File: src/rtl/mod_counter_chain_pkg.sv
// Shared constants and helpers for the modulo counter chain.
// Direction encoding and packed digit-field indexing live here.
package mod_counter_chain_pkg;

    localparam logic DIR_UP   = 1'b1;
    localparam logic DIR_DOWN = 1'b0;

    // LSB position of digit idx inside a packed DIGITS*WIDTH vector.
    function automatic int digit_lsb(input int idx, input int width);
        return idx * width;
    endfunction

endpackage

File: src/rtl/mod_counter_chain_if.sv
// Control/data bundle for mod_counter_chain; master drives controls, slave owns the count.
interface mod_counter_chain_if #(
    parameter int DIGITS = 4,
    parameter int WIDTH  = 4
);
    logic                      en;
    logic                      up;
    logic                      clr;
    logic                      load;
    logic [DIGITS*WIDTH-1:0]   load_val;
    logic [DIGITS*WIDTH-1:0]   out;
    logic                      tc;
    logic                      wrap;

    modport master (
        output en, up, clr, load, load_val,
        input  out, tc, wrap
    );

    modport slave (
        input  en, up, clr, load, load_val,
        output out, tc, wrap
    );
endinterface

File: src/rtl/mod_counter_chain_counter_digit.sv
// One modulo-MAX digit: clear > load (saturating) > step, wrapping in both directions.
module counter_digit
    import mod_counter_chain_pkg::*;
#(
    parameter int WIDTH = 4,
    parameter int MAX   = 10
) (
    input  logic             clk,
    input  logic             rst,
    input  logic             step,
    input  logic             up,
    input  logic             clr,
    input  logic             load,
    input  logic [WIDTH-1:0] load_dig,
    output logic [WIDTH-1:0] dig,
    output logic             at_max,
    output logic             at_zero
);
    localparam logic [WIDTH-1:0] TOP = WIDTH'(MAX - 1);

    logic [WIDTH-1:0] dig_d, dig_q;

    assign at_max  = (dig_q == TOP);
    assign at_zero = (dig_q == '0);
    assign dig     = dig_q;

    always_comb begin
        dig_d = dig_q;
        if (clr) begin
            dig_d = '0;
        end else if (load) begin
            // Out-of-range load fields clamp so no illegal value is ever stored.
            dig_d = (load_dig > TOP) ? TOP : load_dig;
        end else if (step) begin
            if (up == DIR_UP) dig_d = at_max  ? '0  : dig_q + 1'b1;
            else              dig_d = at_zero ? TOP : dig_q - 1'b1;
        end
    end

    always_ff @(posedge clk or posedge rst) begin
        if (rst) dig_q <= '0;
        else     dig_q <= dig_d;
    end
endmodule

File: src/rtl/mod_counter_chain.sv
// Cascade of DIGITS modulo-MAX digits with a combinational carry/borrow chain,
// zero-latency terminal count and a registered wrap strobe.
module mod_counter_chain
    import mod_counter_chain_pkg::*;
#(
    parameter int DIGITS = 4,
    parameter int WIDTH  = 4,
    parameter int MAX    = 10
) (
    input  logic                clk,
    input  logic                rst,
    mod_counter_chain_if.slave  bus
);
    logic [DIGITS-1:0]            at_max;
    logic [DIGITS-1:0]            at_zero;
    logic [DIGITS-1:0]            step;
    logic [DIGITS-1:0][WIDTH-1:0] dig;
    logic                         wrap_d, wrap_q;

    // Digit i steps only when every lower digit is at its rollover value.
    always_comb begin
        step    = '0;
        step[0] = bus.en;
        for (int i = 1; i < DIGITS; i++) begin
            step[i] = step[i-1] & ((bus.up == DIR_UP) ? at_max[i-1] : at_zero[i-1]);
        end
    end

    for (genvar g = 0; g < DIGITS; g++) begin : g_dig
        counter_digit #(
            .WIDTH (WIDTH),
            .MAX   (MAX)
        ) u_dig (
            .clk      (clk),
            .rst      (rst),
            .step     (step[g]),
            .up       (bus.up),
            .clr      (bus.clr),
            .load     (bus.load),
            .load_dig (bus.load_val[digit_lsb(g, WIDTH) +: WIDTH]),
            .dig      (dig[g]),
            .at_max   (at_max[g]),
            .at_zero  (at_zero[g])
        );
    end

    assign bus.out = dig;
    assign bus.tc  = bus.en & ((bus.up == DIR_UP) ? (&at_max) : (&at_zero));

    // clr/load override the step, so a high tc in that cycle must not strobe wrap.
    always_comb begin
        wrap_d = bus.tc & ~bus.clr & ~bus.load;
    end

    always_ff @(posedge clk or posedge rst) begin
        if (rst) wrap_q <= 1'b0;
        else     wrap_q <= wrap_d;
    end

    assign bus.wrap = wrap_q;
endmodule

File: src/flat_wrapper.sv
// flat-port wrapper written by rule: the top's interface ports become plain ports
module mod_counter_chain_flat import mod_counter_chain_pkg::*;
#(
    parameter int DIGITS = 4,
    parameter int WIDTH  = 4,
    parameter int MAX    = 10
)
  (clk, rst, bus_en, bus_up, bus_clr, bus_load, bus_load_val, bus_out, bus_tc, bus_wrap);
  mod_counter_chain_if #(.DIGITS(DIGITS), .WIDTH(WIDTH)) bus_i ();
  input  logic clk;
  input  logic rst;
  input wire logic [$bits(bus_i.en)-1:0] bus_en;
  input wire logic [$bits(bus_i.up)-1:0] bus_up;
  input wire logic [$bits(bus_i.clr)-1:0] bus_clr;
  input wire logic [$bits(bus_i.load)-1:0] bus_load;
  input wire logic [$bits(bus_i.load_val)-1:0] bus_load_val;
  output wire logic [$bits(bus_i.out)-1:0] bus_out;
  output wire logic [$bits(bus_i.tc)-1:0] bus_tc;
  output wire logic [$bits(bus_i.wrap)-1:0] bus_wrap;
  assign bus_i.en = bus_en;
  assign bus_i.up = bus_up;
  assign bus_i.clr = bus_clr;
  assign bus_i.load = bus_load;
  assign bus_i.load_val = bus_load_val;
  assign bus_out = bus_i.out;
  assign bus_tc = bus_i.tc;
  assign bus_wrap = bus_i.wrap;
  mod_counter_chain #(.DIGITS(DIGITS), .WIDTH(WIDTH), .MAX(MAX)) u_core (.clk(clk), .rst(rst), .bus(bus_i));
endmodule
File: config.mk
export PLATFORM = sky130hd
export DESIGN_NAME = mod_counter_chain_flat
export DESIGN_NICKNAME = d
export VERILOG_FILES = /design/src/rtl/mod_counter_chain_pkg.sv /design/src/rtl/mod_counter_chain_if.sv /design/src/rtl/mod_counter_chain_counter_digit.sv /design/src/rtl/mod_counter_chain.sv /design/src/flat_wrapper.sv
export SDC_FILE = /design/constraint.sdc
export NUM_CORES = 1
export LEC_CHECK = 0
export CAP_MARGIN = 25
export CELL_PAD_IN_SITES_DETAIL_PLACEMENT = 1
export CELL_PAD_IN_SITES_GLOBAL_PLACEMENT = 1
export CORE_MARGIN = 3
export CORE_UTILIZATION = 38
export CTS_BUF_LIST = sky130_fd_sc_hd__clkbuf_8
export DETAILED_ROUTE_END_ITERATION = 10
export PLACE_DENSITY_LB_ADDON = 0.1
export SLEW_MARGIN = 30
export SYNTH_ARGS = -nofsm -noshare
export SYNTH_HDL_FRONTEND = slang
export SYNTH_SLANG_ARGS = --single-unit
File: constraint.sdc
create_clock -name clk -period 2.7 [get_ports clk]
set_input_delay 0.54 -clock clk [delete_from_list [all_inputs] [get_ports clk]]
set_output_delay 0.54 -clock clk [all_outputs]
set_load 0.01 [all_outputs]
# After elaboration in Yosys (flattened, before gate mapping)
# Index checks and enable logic that the tools add are counted.
[classes]
n_lt_le_gt_ge = 4
eq_ne = 4
bitwise = 8
reduce_logical = 10
addsub = 8
mux = 32
[op_table]
columns = ["operator", "n"]
rows = [
  ["$mux 4", 28],
  ["$add 4x1->4 const B", 4],
  ["$eq 4x4->1 const B", 4],
  ["$gt 4x4->1 const B", 4],
  ["$logic_not 4->1", 4],
  ["$sub 4x1->4 const B", 4],
  ["$reduce_bool 3->1", 4],
  ["$reduce_and 4->1", 2],
  ["$and 1x1->1", 6],
  ["$mux 1", 4],
  ["$not 1->1", 2],
]
[word_totals]
output_inout_bits = 18
ff_bits = 17
word_cells = 71
in_bits = 22

# Depth between registers and ports, before layout
# Gate-level depths: netlist (run 1).
[depth]
word_depth = 8
depth_mapped = 8
mapped_depth_nobuf = 7

# Cells and area by module
# From an unflattened synthesis (run 1), not the netlist that was laid out.
[hier_totals]
hier_cells = 189
area_unflattened_um2 = 1647.8
[modules_own_cells]
columns = ["module", "cells_each", "area_per_inst_um2", "instances", "seq_area_each_um2"]
rows = [
  ["counter_digit", 43, 377.9, 4, 100.1],
  ["mod_counter_chain", 17, 136.4, 1, 25.0],
]

# Worst setup path before layout (run 1)
# OpenSTA, ideal clock, no wires.
[synth_timing]
path_type = "flip-flop to output port"
startpoint = "reg u_core.g_dig[2].u_dig.dig_q[0]"
endpoint = "out bus_tc"
arrival_time_ns = 1.695
stages_incl_launch_ff = 7
slack_ns = 0.465
n_path_buf = 0
required_ns = 2.160
path_cell_list = "dfrtp_1 > inv_1 > ha_1 > or3b_2 > nor2_1 > a41o_1 > and3_1"
[synth_between]
elab_chain_len = 4
elab_cells_between_ends = 6
cone_classes = "eq/ne (1); mux (1); bitwise (1); reduce/logical (3)"
[synth_lines]
columns = ["item", "line_no", "text"]
rows = [
  ["start: declaration", "mod_counter_chain_counter_digit.sv:21", "logic [WIDTH-1:0] dig_d, dig_q;"],
  ["start signal: assignment", "mod_counter_chain_counter_digit.sv:42", "else dig_q <= dig_d;"],
  ["$eq 4x4->1 / $logic_not 4->1 (equally long branches)", "mod_counter_chain_counter_digit.sv:23, mod_counter_chain_counter_digit.sv:24", ""],
  ["$reduce_and 4->1", "mod_counter_chain.sv:48", "assign bus.tc = bus.en & ((bus.up == DIR_UP) ? (&at_max) : (&at_zero));"],
  ["$mux 1 (*)", "mod_counter_chain.sv:48", ""],
  ["$and 1x1->1 (*)", "mod_counter_chain.sv:48", ""],
  ["end: declaration", "flat_wrapper.sv:18", "output wire logic [$bits(bus_i.tc)-1:0] bus_tc;"],
]
# Every way passes the cells marked *; elsewhere a longest branch is shown, timed or not.

# Worst setup path in the final report (run 1)
# Ends and elaborated chain as after synthesis.

==> flow_summary_export.csv, run 1 <==
group,metric,value,unit
logic_synthesis,synth_edf_count,0,
die,boundary_pin_count,40,
timing,post_route_skew,0.0100,ns
routing,route.top_layer_used,"met4",
pwr,power.ir.vdd_worst,0.207,mV
logic_synthesis,ys.flop_type,"sky130_fd_sc_hd__dfrtp_1",
pwr,clock_power_share,23.2,%
placement,dp.final_hpwl,4200,um
clock_network,clk_latency,0.26,ns
clock_network,cts_tree,"done",
timing,tightest_slew,0.747,ns
global_route,grt_pass1_wl,8830,um
critical_path,timing.setup.critical_path_class,"flip-flop to output port",
layout,finish.net_count,316,
critical_path,path_cells,"inv_1 > ha_1 > or3b_2 > nor2_2 > a41o_1 > and3_1 > clkdlybuf4s15_1",
global_route,overflow,0,
layout,post_route_cells_drive_above_1_share,14.6,%
critical_path,required_worst_endpoint,2.16,ns
layout,finalCoreUtilization,53.9,%
critical_path,crit_path_top_delay_cell,"sky130_fd_sc_hd__or3b_2",
die,die_height,73.9,um
clock_network,root_buffer,"sky130_fd_sc_hd__clkbuf_8",
routing,routed-wl-met3,184,um
pwr,power_leakage,1.00,nW
pwr,power-per-cell-area,361,nW/um^2
global_route,track_usage,20.5,%
pwr,seq_power_share,33.7,%
die,die-area,5470,um^2
routing,drt-vias-per-instance,5.64,
routing,firstDrtPassIters,4,
logic_synthesis,synth.lib_cells_used.distinct,52,
run,cap_viol_max_count,0,
die,fp.coreArea,4410,um^2
logic_synthesis,synth_seq_area_share,24.3,%
timing,fin_setup_tns,0,ns
global_route,grt_antenna_before_repair,0,
critical_path,crit_fanout,2,
routing,drc,0,
logic_synthesis,synth_nets,259,
layout,insertedDiodeCount,0,
timing,timing.slew.headroom,50.1,%
routing,wl_met1,2570,um
timing,period_needed,2.61,ns
critical_path,endpoint_kind,"output port",
die,initial_utilization,39.7,%
clock_network,clock-sinks,17,
critical_path,critPathLaunchType,"flip-flop",
timing,share_of_the_clock_period_used_by_the_worst_path_after_layout,96.6,%
logic_synthesis,synth_warnings,0,
die,placement_rows,24,
logic_synthesis,netlist_area,1750,um^2
layout,areaGrowthSynthToFinish,35.6,%
routing,detail_route.iter0.violations,73,
routing,routed_wl,5400,um
pwr,power_switching,0.300,mW
logic_synthesis,synth-seq-cells,17,
clock_network,cts.repair_timing.setup_buffer_count,0,
global_route,number_of_global_route_vias_before_repair,1844,
pwr,comb_power_share,43.1,%
clock_network,cts_inserted_buffers,3,
pwr,internal_portion_of_total_power,0.558,mW
clock_network,clk_pin_slew_worst_paths,0.08,ns
hold_path,hp-class,"flip-flop to flip-flop",
pwr,power.switching_fraction,35.0,%
routing,routedWlPerCell,16.2,um
routing,num_vias,1879,
die,fp.dieW,73.9,um
routing,ant_nets,0,
placement,place.gp.congestion,0.816,
timing,grt_setup_unrepaired,"false",
critical_path,arrival,2.07,ns
placement,portBuffers,39,
pwr,report.power.total,0.858,mW
clock_network,cts_max_path_buffers,2,
logic_synthesis,syn_area_per_cell,7.80,um^2
timing,hold_viol_final,0,
timing,slew_violations,0,
logic_synthesis,synth_async_sr_flop_share,100,%
critical_path,critical_path.max_stage_delay,0.48,ns
clock_network,htree_levels,1,
outcome,run_status,"finished clean",
global_route,grt_max_degree,23,
clock_network,post_cts_hold_buffer_count,0,
timing,finalSetupViolations,0,
timing,max_freq,383,MHz
routing,routed-wl-met2,2610,um
logic_synthesis,netlist_instances,225,
[cell type report]
class	instances	area (um^2)
Tap cell	52	65.1
Clock buffer	3	41.3
Timing Repair Buffer	65	586
Inverter	17	63.8
Multi-Input combinational cell	178	1190
Clock inverter	1	3.75
Sequential cell	17	425
Fill cell	557	2040
[synthesized netlist by cell type, drive strengths merged (3+ instances only)]
cell	number	share of area, %
nor2b	4	1.4
o21ai	23	6.6
ha	12	8.6
buf	5	2.5
a21oi	13	4.4
dfrtp	17	24
o211ai	7	3.0
inv	17	3.6
nor3	4	1.1
or3b	3	1.8
and3	3	1.1
nand2	19	4.1
a21o	3	1.3
nand2b	8	2.9
nor2	21	4.5
a221oi	4	2.4
nand3	7	2.0
a31oi	4	1.4
o21bai	4	1.7
a32oi	4	2.0
clkbuf	8	1.7
mux2i	4	2.3
[final timing paths]
path,startpoint,endpoint,slack (ns),cells after the start
max in group asynchronous,rst,u_core.g_dig[0].u_dig.dig[2],1.52,2
setup / recovery,u_core.g_dig[2].u_dig.dig[0],bus_tc,0.09,7
min in group asynchronous,rst,u_core.g_dig[2].u_dig.dig[3],0.71,2
setup reg to reg,u_core.g_dig[2].u_dig.dig[0],u_core.g_dig[3].u_dig.dig[0],0.51,8
hold reg to reg,u_core.g_dig[2].u_dig.dig[1],u_core.g_dig[2].u_dig.dig[1],0.63,3
hold / removal,u_core.g_dig[2].u_dig.dig[1],u_core.g_dig[2].u_dig.dig[1],0.63,3
[through the flow]
step           setup slack (ns)  instances  hold slack [ns]  instance area, um^2
6_report                 0.0909        333            0.633                 2380
5_1_grt                 0.00468        333            0.705                 2380
4_1_cts                  0.0422        333            0.640                 2380
3_5_place_dp            -0.0604        329            0.623                 2330
3_3_place_gp            -0.0159        329            0.610                 2330
2_1_floorplan             0.465        225            0.466                 1750
[state kept, by name, indices dropped and copies added, names as in the netlist]
signal                  cells
u_core.bus.wrap             1
u_core.g_dig.u_dig.dig     16
[worst max-delay path: cells and delay by family, from the launching register on]
family | cells | cell delay (ns)
AND/OR/NAND/NOR | 3 | 0.75
flip-flops | 1 | 0.39
buffers and inverters | 2 | 0.31
AO/OA/AOI/OAI | 1 | 0.21
adder cells (fa/ha/maj) | 1 | 0.16
[layer usage]
metal  vias up  track usage [%]
li1        931                -
met1       907             28.3
met2        37             34.4
met3         4             2.57
met4         0             4.02
met5         -                0
[placed cells by master, fill, tap and decap left out, types with 3 or more instances in the layout]
cell / synthesis / layout
sky130_fd_sc_hd__a221oi_1: 3 / 3
sky130_fd_sc_hd__mux2i_1: 4 / 4
sky130_fd_sc_hd__a21o_1: 3 / 3
sky130_fd_sc_hd__nor2_1: 21 / 20
sky130_fd_sc_hd__a31oi_1: 4 / 4
sky130_fd_sc_hd__nor3_1: 4 / 4
sky130_fd_sc_hd__nand2_1: 19 / 19
sky130_fd_sc_hd__ha_1: 12 / 12
sky130_fd_sc_hd__nor2b_1: 4 / 4
sky130_fd_sc_hd__o21bai_1: 4 / 4
sky130_fd_sc_hd__inv_1: 17 / 18
sky130_fd_sc_hd__nand2b_1: 8 / 8
sky130_fd_sc_hd__buf_4: 0 / 26
sky130_fd_sc_hd__dfrtp_1: 17 / 17
sky130_fd_sc_hd__and3_1: 3 / 3
sky130_fd_sc_hd__clkbuf_8: 0 / 3
sky130_fd_sc_hd__clkdlybuf4s50_1: 0 / 38
sky130_fd_sc_hd__a21oi_1: 12 / 12
sky130_fd_sc_hd__o21ai_0: 22 / 22
sky130_fd_sc_hd__a32oi_1: 4 / 4
sky130_fd_sc_hd__nand3_1: 7 / 7
sky130_fd_sc_hd__o211ai_1: 7 / 7
[kinds of logic after synthesis]
logic type	synth area share, %
simple gates	23.6
fa+ha+maj	8.56
compound gates	30.5
mux	4.21
flops	24.3
xor+xnor	0.999
buf+inv	7.85
[power groups by stage]
stage	registers, mW	clock network [mW]	logic [mW]
final	0.289	0.199	0.370
after global routing	0.292	0.210	0.408
after CTS	0.289	0.199	0.372
after detailed placement	0.294	0	0.369
after global placement	0.293	0	0.363
after floorplan	0.309	0	0.187
[repair_timing]
| action | CTS | global route |
|---|---|---|
| gates resized for setup | 2 | 1 |
| gates cloned | 0 | 0 |
| pin swaps | 0 | 1 |
| endpoints found under the setup margin | 1 | 1 |
Power figures use the tool's default switching activity.
==> inputs of run 2 (changes only) <==
--- a/config.mk
+++ b/config.mk
@@ -9,7 +9,7 @@
 export CELL_PAD_IN_SITES_DETAIL_PLACEMENT = 1
 export CELL_PAD_IN_SITES_GLOBAL_PLACEMENT = 1
 export CORE_MARGIN = 3
-export CORE_UTILIZATION = 38
+export CORE_UTILIZATION = 30
 export CTS_BUF_LIST = sky130_fd_sc_hd__clkbuf_8
 export DETAILED_ROUTE_END_ITERATION = 10
 export PLACE_DENSITY_LB_ADDON = 0.1
==> flow_summary_export.csv, run 2 (synthesized netlist as in run 1, its figures left out) <==
group,metric,value,unit
clock_network,cts_tree,"done",
placement,portBuffers,39,
timing,hold_viol_final,0,
layout,storage_cell_area,427,um^2
timing,finalSetupViolations,0,
pwr,report.power.total,0.861,mW
timing,slew_violations,0,
clock_network,clk_pin_slew_worst_paths,0.07,ns
clock_network,clock-sinks,17,
critical_path,arrival,1.98,ns
global_route,number_of_global_route_vias_before_repair,1883,
routing,ant_nets,0,
timing,tightest_slew,0.723,ns
timing,period_needed,2.52,ns
die,placement_rows,27,
layout,insertedDiodeCount,0,
routing,drc,0,
pwr,power.ir.vdd_worst,0.170,mV
clock_network,root_buffer,"sky130_fd_sc_hd__clkbuf_8",
layout,finish.cell_count_without_fillers,353,
timing,max_freq,397,MHz
routing,wl_met1,2780,um
layout,post_route_cells_drive_above_1_share,15.3,%
layout,largest_reg_flops,16,
critical_path,crit_fanout,2,
outcome,run_status,"finished clean",
routing,num_vias,1884,
placement,post-place-ws,-0.0787,ns
die,die_height,82.5,um
placement,dp.final_hpwl,4360,um
die,boundary_pin_count,40,
critical_path,required_worst_endpoint,2.16,ns
routing,routedWlPerCell,15.8,um
die,die-area,6800,um^2
critical_path,timing.setup.critical_path_class,"flip-flop to output port",
run,cap_viol_max_count,0,
global_route,grt_max_degree,37,
layout,finish.net_count,316,
die,fp.dieW,82.5,um
hold_path,hp-class,"flip-flop to flip-flop",
global_route,overflow,0,
global_route,grt_antenna_before_repair,0,
clock_network,cts_max_path_buffers,2,
global_route,grt_pass1_wl,9280,um
layout,final_cell_mix,"38 x sky130_fd_sc_hd__clkdlybuf4s50_1, 25 x sky130_fd_sc_hd__buf_4, 22 x sky130_fd_sc_hd__o21ai_0, 20 x sky130_fd_sc_hd__nor2_1, 19 x sky130_fd_sc_hd__nand2_1",
routing,firstDrtPassIters,4,
clock_network,cts.repair_timing.setup_buffer_count,0,
placement,place.gp.congestion,0.778,
routing,routed-wl-met3,118,um
routing,routed_wl,5590,um
clock_network,post_cts_hold_buffer_count,0,
timing,final_critical_path_setup_slack,0.183,ns
critical_path,endpoint_kind,"output port",
placement,place_inst,349,
global_route,track_usage,17.5,%
timing,timing.slew.headroom,51.8,%
routing,route.top_layer_used,"met4",
timing,fin_setup_tns,0,ns
timing,post_route_skew,0.00270,ns
pwr,power_leakage,1.01,nW
clock_network,clk_latency,0.26,ns
pwr,power-per-cell-area,357,nW/um^2
routing,drt-vias-per-instance,5.34,
timing,grt_setup_unrepaired,"false",
routing,detail_route.iter0.violations,32,
clock_network,cts_inserted_buffers,3,
layout,fillCellCount,701,
layout,multi_input_area,1190,um^2
clock_network,htree_levels,1,
timing,share_of_the_clock_period_used_by_the_worst_path_after_layout,93.2,%
die,fp.coreArea,5570,um^2
die,initial_utilization,31.5,%
layout,areaGrowthSynthToFinish,37.5,%
critical_path,critPathLaunchType,"flip-flop",
routing,routed-wl-met2,2650,um
layout,most_common_cell_after_layout_fill_and_taps_aside,"sky130_fd_sc_hd__clkdlybuf4s50_1",
timing,hold_ws,0.633,ns
[run 2: cell types whose count changed in the layout (fill, tap and decap cells not counted)]
cell / delta
sky130_fd_sc_hd__dfrtp_1: -1
sky130_fd_sc_hd__dfrtp_2: +1
sky130_fd_sc_hd__clkbuf_2: +1
sky130_fd_sc_hd__buf_12: +1
sky130_fd_sc_hd__buf_4: -1
sky130_fd_sc_hd__clkdlybuf4s15_1: -1
[run 2: metrics by stage]
step | area, um^2 | util, %
2_1_floorplan | 1750 | -
3_3_place_gp | 2370 | 42.5
3_5_place_dp | 2370 | 42.5
4_1_cts | 2410 | 43.3
5_1_grt | 2410 | 43.3
6_report | 2410 | 43.3
[run 2: worst paths after layout]
path                                                      to  slack, ns  cells after the start                          from
worst max-delay path                                  bus_tc       0.18                      7  u_core.g_dig[2].u_dig.dig[0]
worst min-delay path            u_core.g_dig[2].u_dig.dig[1]       0.63                      3  u_core.g_dig[2].u_dig.dig[1]
worst max register to register  u_core.g_dig[3].u_dig.dig[3]       0.55                      8  u_core.g_dig[2].u_dig.dig[0]
worst min register to register  u_core.g_dig[2].u_dig.dig[1]       0.63                      3  u_core.g_dig[2].u_dig.dig[1]
max in group asynchronous       u_core.g_dig[3].u_dig.dig[0]       1.50                      2                           rst
min in group asynchronous                    u_core.bus.wrap       0.70                      2                           rst
[run 2: worst max-delay path, stage by stage, from the launching register on]
cell and delay, ns:
sky130_fd_sc_hd__dfrtp_1 0.38, sky130_fd_sc_hd__inv_1 0.08, sky130_fd_sc_hd__ha_1 0.16, sky130_fd_sc_hd__or3b_2 0.48, sky130_fd_sc_hd__nor2_2 0.14, sky130_fd_sc_hd__a41o_1 0.20
sky130_fd_sc_hd__and3_1 0.16, sky130_fd_sc_hd__clkbuf_2 0.13
[run 2: cell type report]
cell class | instances | share of cell area [%]
Sequential cell | 17 | 17.7
Clock inverter | 1 | 0.156
Tap cell | 72 | 3.73
Clock buffer | 3 | 1.71
Timing Repair Buffer | 65 | 24.6
Multi-Input combinational cell | 178 | 49.5
Inverter | 17 | 2.65
[run 2: metal layers]
layer / global-route usage [%] / vias to the layer above
li1: - / 935
met1: 23.9 / 924
met2: 29.8 / 21
met3: 1.63 / 4
met4: 3.99 / 0
met5: 0 / -
[run 2: what timing repair did]
action	CTS	global route
resized for setup	2	3
setup endpoints to repair	1	1
endpoints found under the hold margin	0	0
pin swaps	0	0
[run 2: where the power goes]
group          switching (mW)  internal (mW)
clock network          0.0980          0.101
registers              0.0205          0.272
logic                   0.183          0.186
